**config.mk**
```make
export PLATFORM = sky130hd
export DESIGN_NAME = smvm_seq
export DESIGN_NICKNAME = d
export VERILOG_FILES = /design/src/rtl/smvm_pkg.sv /design/src/rtl/smvm_drain_mon.sv /design/src/rtl/smvm_seq.sv
export SDC_FILE = /design/constraint.sdc
export NUM_CORES = 1
export LEC_CHECK = 0
export ABC_CLOCK_PERIOD_IN_PS = 10400
export BUFFER_PORTS_ARGS = -buffer_cell sky130_fd_sc_hd__buf_2
export CAP_MARGIN = 10
export CORE_UTILIZATION = 45
export DETAILED_ROUTE_END_ITERATION = 6
export PLACE_DENSITY = 0.71
export SYNTH_ARGS = -nofsm -noshare
export SYNTH_HDL_FRONTEND = slang
export SYNTH_SLANG_ARGS = --single-unit
```
**constraint.sdc**
```tcl
create_clock -name clk -period 10.4 [get_ports clk]
set_clock_uncertainty 0.05 [all_clocks]
set_input_delay 3.12 -clock clk [delete_from_list [all_inputs] [get_ports clk]]
set_output_delay 3.12 -clock clk [all_outputs]
set_load 0.01 [all_outputs]
```
**src/rtl/smvm_pkg.sv**
```systemverilog
// smvm_pkg: shared definitions for the SMVM stream sequencer.
//   K          nonzeros per ALU group (default job granularity)
//   MAX_SHAPE  largest supported row/column count
//   VAL_W      value field width
//   COL_W      column index field width
//   nz_word_t  packed nonzero memory entry {ipv, col, val}
//   seq_state_t sequencer FSM states
package smvm_pkg;

  localparam int K         = 4;
  localparam int MAX_SHAPE = 256;
  localparam int VAL_W     = 8;
  localparam int COL_W     = 9;

  typedef struct packed {
    logic             ipv;
    logic [COL_W-1:0] col;
    logic [VAL_W-1:0] val;
  } nz_word_t;

  typedef enum logic [2:0] {
    S_IDLE,
    S_HROWS,
    S_HCOLS,
    S_VEC,
    S_NZV,
    S_NZI,
    S_TERM,
    S_DRAIN
  } seq_state_t;

endpackage

```
**src/rtl/smvm_drain_mon.sv**
```systemverilog
// smvm_drain_mon: result-side bookkeeping for one sequencer job.
// Optional feature macro: SMVM_SEQ_TIMEOUT_EN (enables the no-result timeout).
// Ports:
//   clk, rst   clock and synchronous active-high reset
//   clear      accepted start; zeroes all counters
//   arm        high from stream termination until the job finishes
//   r_valid    SMVM out_valid
//   rows       row count of the running job
//   r_count    results received, saturating at 511
//   complete   all rows received and the settle gap has elapsed
//   timeout    TO_CYC consecutive armed cycles without a result
module smvm_drain_mon #(
  parameter int GAP    = 8,
  parameter int TO_CYC = 1023
) (
  input  logic       clk,
  input  logic       rst,
  input  logic       clear,
  input  logic       arm,
  input  logic       r_valid,
  input  logic [8:0] rows,
  output logic [8:0] r_count,
  output logic       complete,
  output logic       timeout
);

  // Extra headroom keeps the counter at least one bit wide even for GAP=0.
  localparam int GAP_W = $clog2(GAP + 2);

  logic [GAP_W-1:0] gap_cnt;

  always_ff @(posedge clk) begin
    if (rst || clear) begin
      r_count <= '0;
    end else if (arm && r_valid && (r_count != 9'd511)) begin
      r_count <= r_count + 9'd1;
    end
  end

  // Starts counting in the termination cycle, so it equals the number of
  // cycles elapsed since termination until it parks at GAP.
  always_ff @(posedge clk) begin
    if (rst || clear) begin
      gap_cnt <= '0;
    end else if (arm && (gap_cnt != GAP_W'(GAP))) begin
      gap_cnt <= gap_cnt + GAP_W'(1);
    end
  end

  assign complete = (gap_cnt == GAP_W'(GAP)) && (r_count >= rows);

`ifdef SMVM_SEQ_TIMEOUT_EN
  localparam int TO_W = $clog2(TO_CYC + 1);

  logic [TO_W-1:0] idle_cnt;

  // idle_cnt holds the number of earlier result-free cycles; the current
  // cycle is the TO_CYC-th one when it reaches TO_CYC-1 with no r_valid.
  always_ff @(posedge clk) begin
    if (rst || clear) begin
      idle_cnt <= '0;
    end else if (arm) begin
      if (r_valid) begin
        idle_cnt <= '0;
      end else if (idle_cnt != TO_W'(TO_CYC - 1)) begin
        idle_cnt <= idle_cnt + TO_W'(1);
      end
    end
  end

  assign timeout = arm && !r_valid && (idle_cnt == TO_W'(TO_CYC - 1));
`else
  assign timeout = 1'b0;
`endif

endmodule

```
**src/rtl/smvm_seq.sv**
```systemverilog
// smvm_seq: stream sequencer feeding the SMVM core from vector and nonzero
// memories, then waiting for all row results.
// Optional feature macro: SMVM_SEQ_TIMEOUT_EN (drain timeout with err=1).
// Ports:
//   clk, rst            clock and synchronous active-high reset
//   start, rows, cols, nnz   job request and its shape
//   busy, done, err     job status; err qualifies done
//   vec_rd/addr/rdata   vector memory, one-cycle read latency
//   nz_rd/addr/rdata    nonzero memory {ipv, col, val}, one-cycle latency
//   s_valid/s_val/s_ipv SMVM input stream
//   r_valid, r_count    SMVM result strobe and received-result count
module smvm_seq
  import smvm_pkg::*;
#(
  parameter int K      = smvm_pkg::K,
  parameter int ADDR_W = 10,
  parameter int GAP    = 8,
  parameter int TO_CYC = 1023
) (
  input  logic              clk,
  input  logic              rst,
  input  logic              start,
  input  logic [8:0]        rows,
  input  logic [8:0]        cols,
  input  logic [ADDR_W:0]   nnz,
  output logic              busy,
  output logic              done,
  output logic              err,
  output logic              vec_rd,
  output logic [7:0]        vec_addr,
  input  logic [7:0]        vec_rdata,
  output logic              nz_rd,
  output logic [ADDR_W-1:0] nz_addr,
  input  logic [17:0]       nz_rdata,
  output logic              s_valid,
  output logic [7:0]        s_val,
  output logic              s_ipv,
  input  logic              r_valid,
  output logic [8:0]        r_count
);

  seq_state_t        state, state_d;
  logic [8:0]        rows_q, cols_q;
  logic [ADDR_W:0]   nnz_q;
  logic [8:0]        idx, idx_d;
  logic [ADDR_W-1:0] ent, ent_d;
  nz_word_t          nz_in, nz_q;
  logic              rej_q;
  logic              accept, reject, bad_job, arm;
  logic              complete, timeout;

  assign nz_in = nz_word_t'(nz_rdata);

  assign bad_job = (cols == 9'd0) || (cols > 9'(MAX_SHAPE)) || (nnz == '0) ||
                   ((nnz % (ADDR_W+1)'(K)) != '0);

  assign busy = (state != S_IDLE);

  // State and job registers; the job shape is latched so the stream does not
  // depend on the host holding its inputs.
  always_ff @(posedge clk) begin
    if (rst) begin
      state  <= S_IDLE;
      rows_q <= '0;
      cols_q <= '0;
      nnz_q  <= '0;
      idx    <= '0;
      ent    <= '0;
      nz_q   <= '0;
      rej_q  <= 1'b0;
    end else begin
      state <= state_d;
      idx   <= idx_d;
      ent   <= ent_d;
      rej_q <= reject;
      if (accept) begin
        rows_q <= rows;
        cols_q <= cols;
        nnz_q  <= nnz;
      end
      if (state == S_NZV) begin
        nz_q <= nz_in;
      end
    end
  end

  // Next state and all stream/memory outputs. Every read is issued in the
  // cycle before its word is emitted so the stream stays gapless.
  always_comb begin
    state_d  = state;
    idx_d    = idx;
    ent_d    = ent;
    accept   = 1'b0;
    reject   = 1'b0;
    arm      = 1'b0;
    vec_rd   = 1'b0;
    vec_addr = '0;
    nz_rd    = 1'b0;
    nz_addr  = '0;
    s_valid  = 1'b0;
    s_val    = '0;
    s_ipv    = 1'b0;
    done     = rej_q;
    err      = rej_q;
    case (state)
      S_IDLE: begin
        // The reject pulse cycle still counts as part of that job.
        if (start && !rej_q) begin
          if (bad_job) begin
            reject = 1'b1;
          end else begin
            accept  = 1'b1;
            state_d = S_HROWS;
          end
        end
      end
      S_HROWS: begin
        s_valid          = 1'b1;
        {s_val, s_ipv}   = rows_q;
        state_d          = S_HCOLS;
      end
      S_HCOLS: begin
        s_valid          = 1'b1;
        {s_val, s_ipv}   = cols_q;
        vec_rd           = 1'b1;
        idx_d            = '0;
        state_d          = S_VEC;
      end
      S_VEC: begin
        s_valid = 1'b1;
        s_val   = vec_rdata;
        if (idx == cols_q - 9'd1) begin
          nz_rd   = 1'b1;
          ent_d   = '0;
          state_d = S_NZV;
        end else begin
          vec_rd   = 1'b1;
          vec_addr = idx[7:0] + 8'd1;
          idx_d    = idx + 9'd1;
        end
      end
      S_NZV: begin
        s_valid = 1'b1;
        s_val   = nz_in.val;
        s_ipv   = nz_in.ipv;
        state_d = S_NZI;
      end
      S_NZI: begin
        s_valid        = 1'b1;
        {s_val, s_ipv} = nz_q.col;
        if ({1'b0, ent} == nnz_q - (ADDR_W+1)'(1)) begin
          state_d = S_TERM;
        end else begin
          nz_rd   = 1'b1;
          nz_addr = ent + ADDR_W'(1);
          ent_d   = ent + ADDR_W'(1);
          state_d = S_NZV;
        end
      end
      S_TERM: begin
        arm     = 1'b1;
        state_d = S_DRAIN;
      end
      S_DRAIN: begin
        arm = 1'b1;
        // A full result set wins over a coincident timeout.
        if (complete || timeout) begin
          done    = 1'b1;
          err     = !complete;
          state_d = S_IDLE;
        end
      end
      default: state_d = S_IDLE;
    endcase
  end

  smvm_drain_mon #(
    .GAP    (GAP),
    .TO_CYC (TO_CYC)
  ) u_drain_mon (
    .clk      (clk),
    .rst      (rst),
    .clear    (accept),
    .arm      (arm),
    .r_valid  (r_valid),
    .rows     (rows_q),
    .r_count  (r_count),
    .complete (complete),
    .timeout  (timeout)
  );

endmodule

```
# Word level (Yosys, flattened, before mapping)
# Cells that the tools add are included.
# totals
register_bits,74
output_inout_bits,42
# op_classes
add_sub_neg,7
order_cmp,2
n_eq_ne,18
mux,32
n_bitwise,2
reduce_logical,24
# op_table
cell,count
$mux W10,4
$pmux W8 S5,1
$pmux W3 S8,1
$pmux W10 S2,1
$add A9 B1 Y9 const B,2
$pmux W9 S2,1
$mux W8,2
$mux W1,13
$eq A3 B3 Y1 const B,4
$mux W3,4
$ne A2 B2 Y1 const B,6
$eq A10 B11 Y1,1
$logic_not A11 Y1,1
$reduce_bool A11 Y1,1
$sub A11 B1 Y11 const B,1
$add A10 B1 Y10 const B,1
$eq A9 B9 Y1,1
$ge A9 B9 Y1,1
$gt A9 B9 Y1 const B,1
$logic_not A9 Y1,1
$mux W9,1
$ne A9 B9 Y1 const B,1
$sub A9 B1 Y9 const B,1
$add A8 B1 Y8 const B,1
21 further kinds,33

# Longest topological paths before layout
# logic_depth
ltp_word,8
mapped_depth,11
mapped_depth_nobuf,10

# Modules after synthesis
# From an unflattened synthesis, not the netlist that was laid out.
# unflattened
cells_unflattened,588
hier_area_um2,4773.3
# by_module_without_submodules
module,n_inst,cells_per_inst,area_each_um2,seq_area_each_um2
smvm_seq,1,487,3892.5,1221.2
smvm_drain_mon,1,101,880.8,260.2

# Worst setup path before layout
# Ideal clock, no wire load.
# synth_timing
path_kind,in2out
startpoint,input nz_rdata[3]
endpoint,output s_val[3]
arrival_time_ns,3.462
t_required_ns,7.230
setup_slack_ns,3.768
path_stages,2
n_path_buf,0
cell_sequence,a221oi_1 -> a21oi_1
# synth_via
elab_chain_cells,1
# synth_rtl
element,line_no,text
"start, declared",smvm_seq.sv:34,"input logic [17:0] nz_rdata,"
$pmux W8 S5,smvm_seq.sv:105,case (state)
"end, declared",smvm_seq.sv:36,"output logic [7:0] s_val,"
# No other way between the ends.

# Worst setup path in the final report
# Same ends and word-level chain as after synthesis.

==> summary.txt <==
Outcome -> finished, final reports clean
Root Driver -> clkbuf_8
Cts repair resizes -> 0
Asr flop ratio synth -> 0%
Max_cap viols -> 0
Fmax -> 144.3 MHz
Worst-path clk slew -> 0.09 ns
Total power -> 645.5 uW
Top cells by count, synth -> nand2_1 (78), dfxtp_1 (74), nor2_1 (67)
WHS -> 0.4454 ns
Clock buffer depth -> 2
Fin. Hold Viols -> 0
Most common cell on crit path -> buf_2
Clock sink count -> 74
P_leak -> 0.002219 uW
Mux contribution to synthesized area -> 4.267%
Min cycle time layout -> 6.928 ns
PD cells -> 117.8 mW/mm^2
Post-route ant nets -> 0
Number of port buffers -> 100
# DRC -> 0
Antenna violations before repair -> 0
Iteration-0 DRC Markers -> 230
FF+latch count, synth -> 74
Top-count cell post-synth -> nand2_1
Post-Synth XOR/XNOR Area -> 8.400%
Share of layout cells above drive strength 1 -> 20.61%
Post-Syn Area -> 0.004692 mm^2
Synth Area in Compound Gates -> 17.44%
Fin Setup TNS -> 0 ns
CTS tree -> built
Syn Area/Cell -> 7.730 um^2
Combinational family with the most area after synthesis -> simple AND/OR/NAND/NOR gates
Fill cells -> 972
Core Box Area -> 0.009955 mm^2
Vias/cell -> 5.586
Post-Synth Simple-Gate Area -> 28.19%
Placement Rows -> 36
Diode count -> 0
Ys Warns -> 0
Slew margin rel. -> 27.59%
Starting Density -> 47.13%
Worst Path Max Fanout -> 1
Die Area -> 0.01084 mm^2
Number of enable flip-flop cells after synthesis -> 0
Ranking of synthesized cells by area -> dfxtp_1 (32%), a21oi_1 (6.4%), nand2_1 (6.2%)
Tcrit/Tclk final -> 66.62%
Pins over their slew limit -> 0
Area delta synth->final -> 16.80%
Die Wd -> 104.1 um
Startpoint type of the worst setup path -> primary input
Maximum VDD drop -> 68.00 uV
HPWL after DPL -> 9138 um
NumNets Final -> 755
RSZ-0062 raised after global routing -> false
Area share of fa/ha/maj cells after synthesis -> 4.533%
H-tree Lvls -> 3
Predominant post-synthesis flop cell -> dfxtp_1
# hold bufs at CTS -> 0
Clk Latency, worst-skew pair -> 0.37 ns
Sequential-to-total area share from yosys stat -> 31.57%
DR WL/cell -> 15.25 um
GPL Wtd Cong -> 0.8248
First-pass GRT wire length -> 20840 um
Via count -> 4564
GRT Total Usage -> 23.49%
Hold Path Class -> flip-flop to flip-flop
Worst EP arrival -> 3.76 ns
# setup viols final -> 0
CP required -> 7.23 ns
Crit path capture type -> primary output
Post-Syn Nets -> 683
Setup Fix Bufs, Post-CTS -> 0
Synth cell types -> 66
Max stage delay on crit path -> 0.28 ns
I/O Pins -> 101
Inserted Clock Buffers -> 9
Final wirelength -> 12460 um
Worst-path cell chain -> buf_2 > a221oi_1 > a21oi_1 > buf_2
Die height -> 104.1 um
Crit Path Class -> primary input to primary output
Drt first pass iters -> 5
Top cell type's share of synthesized area -> 31.57%
GR Overflow Total -> 0
Crit-path slowest cell -> a221oi_1
Synthesized netlist cell count -> 607
Worst-margin pin slew -> 1.085 ns
Largest net degree at the start of global routing -> 61
Vias in the first global route -> 4351
Area leader, netlist -> dfxtp_1
## power breakdown
part           switching, uW  total (uW)  internal (uW)
Sequential              4.81         290            286
Combinational           27.1        49.1           21.9
Clock                    115         306            191
Total                    147         646            499
## registers in the layout, summed over array words and instances (netlist names)
register / cells
u_drain_mon.r_count: 9
nnz_q: 11
state: 3
nz_q: 9
rej_q: 1
ent: 10
u_drain_mon.gap_cnt: 4
idx: 9
cols_q: 9
rows_q: 9
## path summary, 6_finish.rpt
| check | start | to | slack, ns | depth (start not counted) |
|---|---|---|---|---|
| worst min register to register | rows_q[3] | rows_q[3] | 0.45 | 2 |
| worst max-delay path | nz_rdata[3] | s_val[3] | 3.47 | 4 |
| worst min-delay path | rows_q[3] | rows_q[3] | 0.45 | 2 |
| worst max register to register | nnz_q[0] | ent[2] | 7.11 | 9 |
## worst max-delay path: cells and delay by family
kind	cells	cell delay, ns
buf+inv	2	0.28
compound gates	2	0.35
## cells in the final DEF (no fill, tap or decap), drive strengths merged, types with 4 or more instances in the layout
cell / count
a211oi: 4
a21oi: 60
a221oi: 10
a22oi: 4
a31oi: 4
and2: 7
and3: 10
buf: 103
bufinv: 4
clkbuf: 10
dfxtp: 74
ha: 17
inv: 23
mux2i: 20
nand2: 78
nand2b: 7
nand3: 29
nand3b: 7
nand4: 9
nor2: 67
nor2b: 6
nor3: 12
nor4: 8
o21ai: 11
o31ai: 5
or2: 4
or3: 5
xnor2: 25
xor2: 20
## layer usage
layer	global-route usage (%)	wire length, um
met5	0	0
met4	9.184	236
met2	39.48	6044
met3	3.195	656
met1	30.36	5525
## kinds of logic after synthesis
family          after synthesis
compound gates              123
xor+xnor                     45
fa+ha+maj                    17
buf+inv                      65
flops                        74
mux                          20
simple gates                263
## area by class of cell
type,instances,area [um^2],share of cell area [%]
Clock buffer,10,137.6,2.511
Clock inverter,6,137.6,2.511
Inverter,23,86.33,1.575
Multi-Input combinational cell,468,2948,53.79
Sequential cell,74,1481,27.03
Tap cell,133,166.4,3.037
Timing Repair Buffer,103,523.0,9.543
## stage by stage
stage	util [%]	cell area (um^2)	instances	setup WS (ns)
after floorplan	-	4692	607	3.768
after global placement	52.21	5197	800	3.498
after detailed placement	52.21	5197	800	3.473
after CTS	54.98	5473	816	3.469
after global routing	55.05	5480	817	3.392
final	55.05	5480	817	3.472
Note: power is estimated with default switching activity, not from simulation.
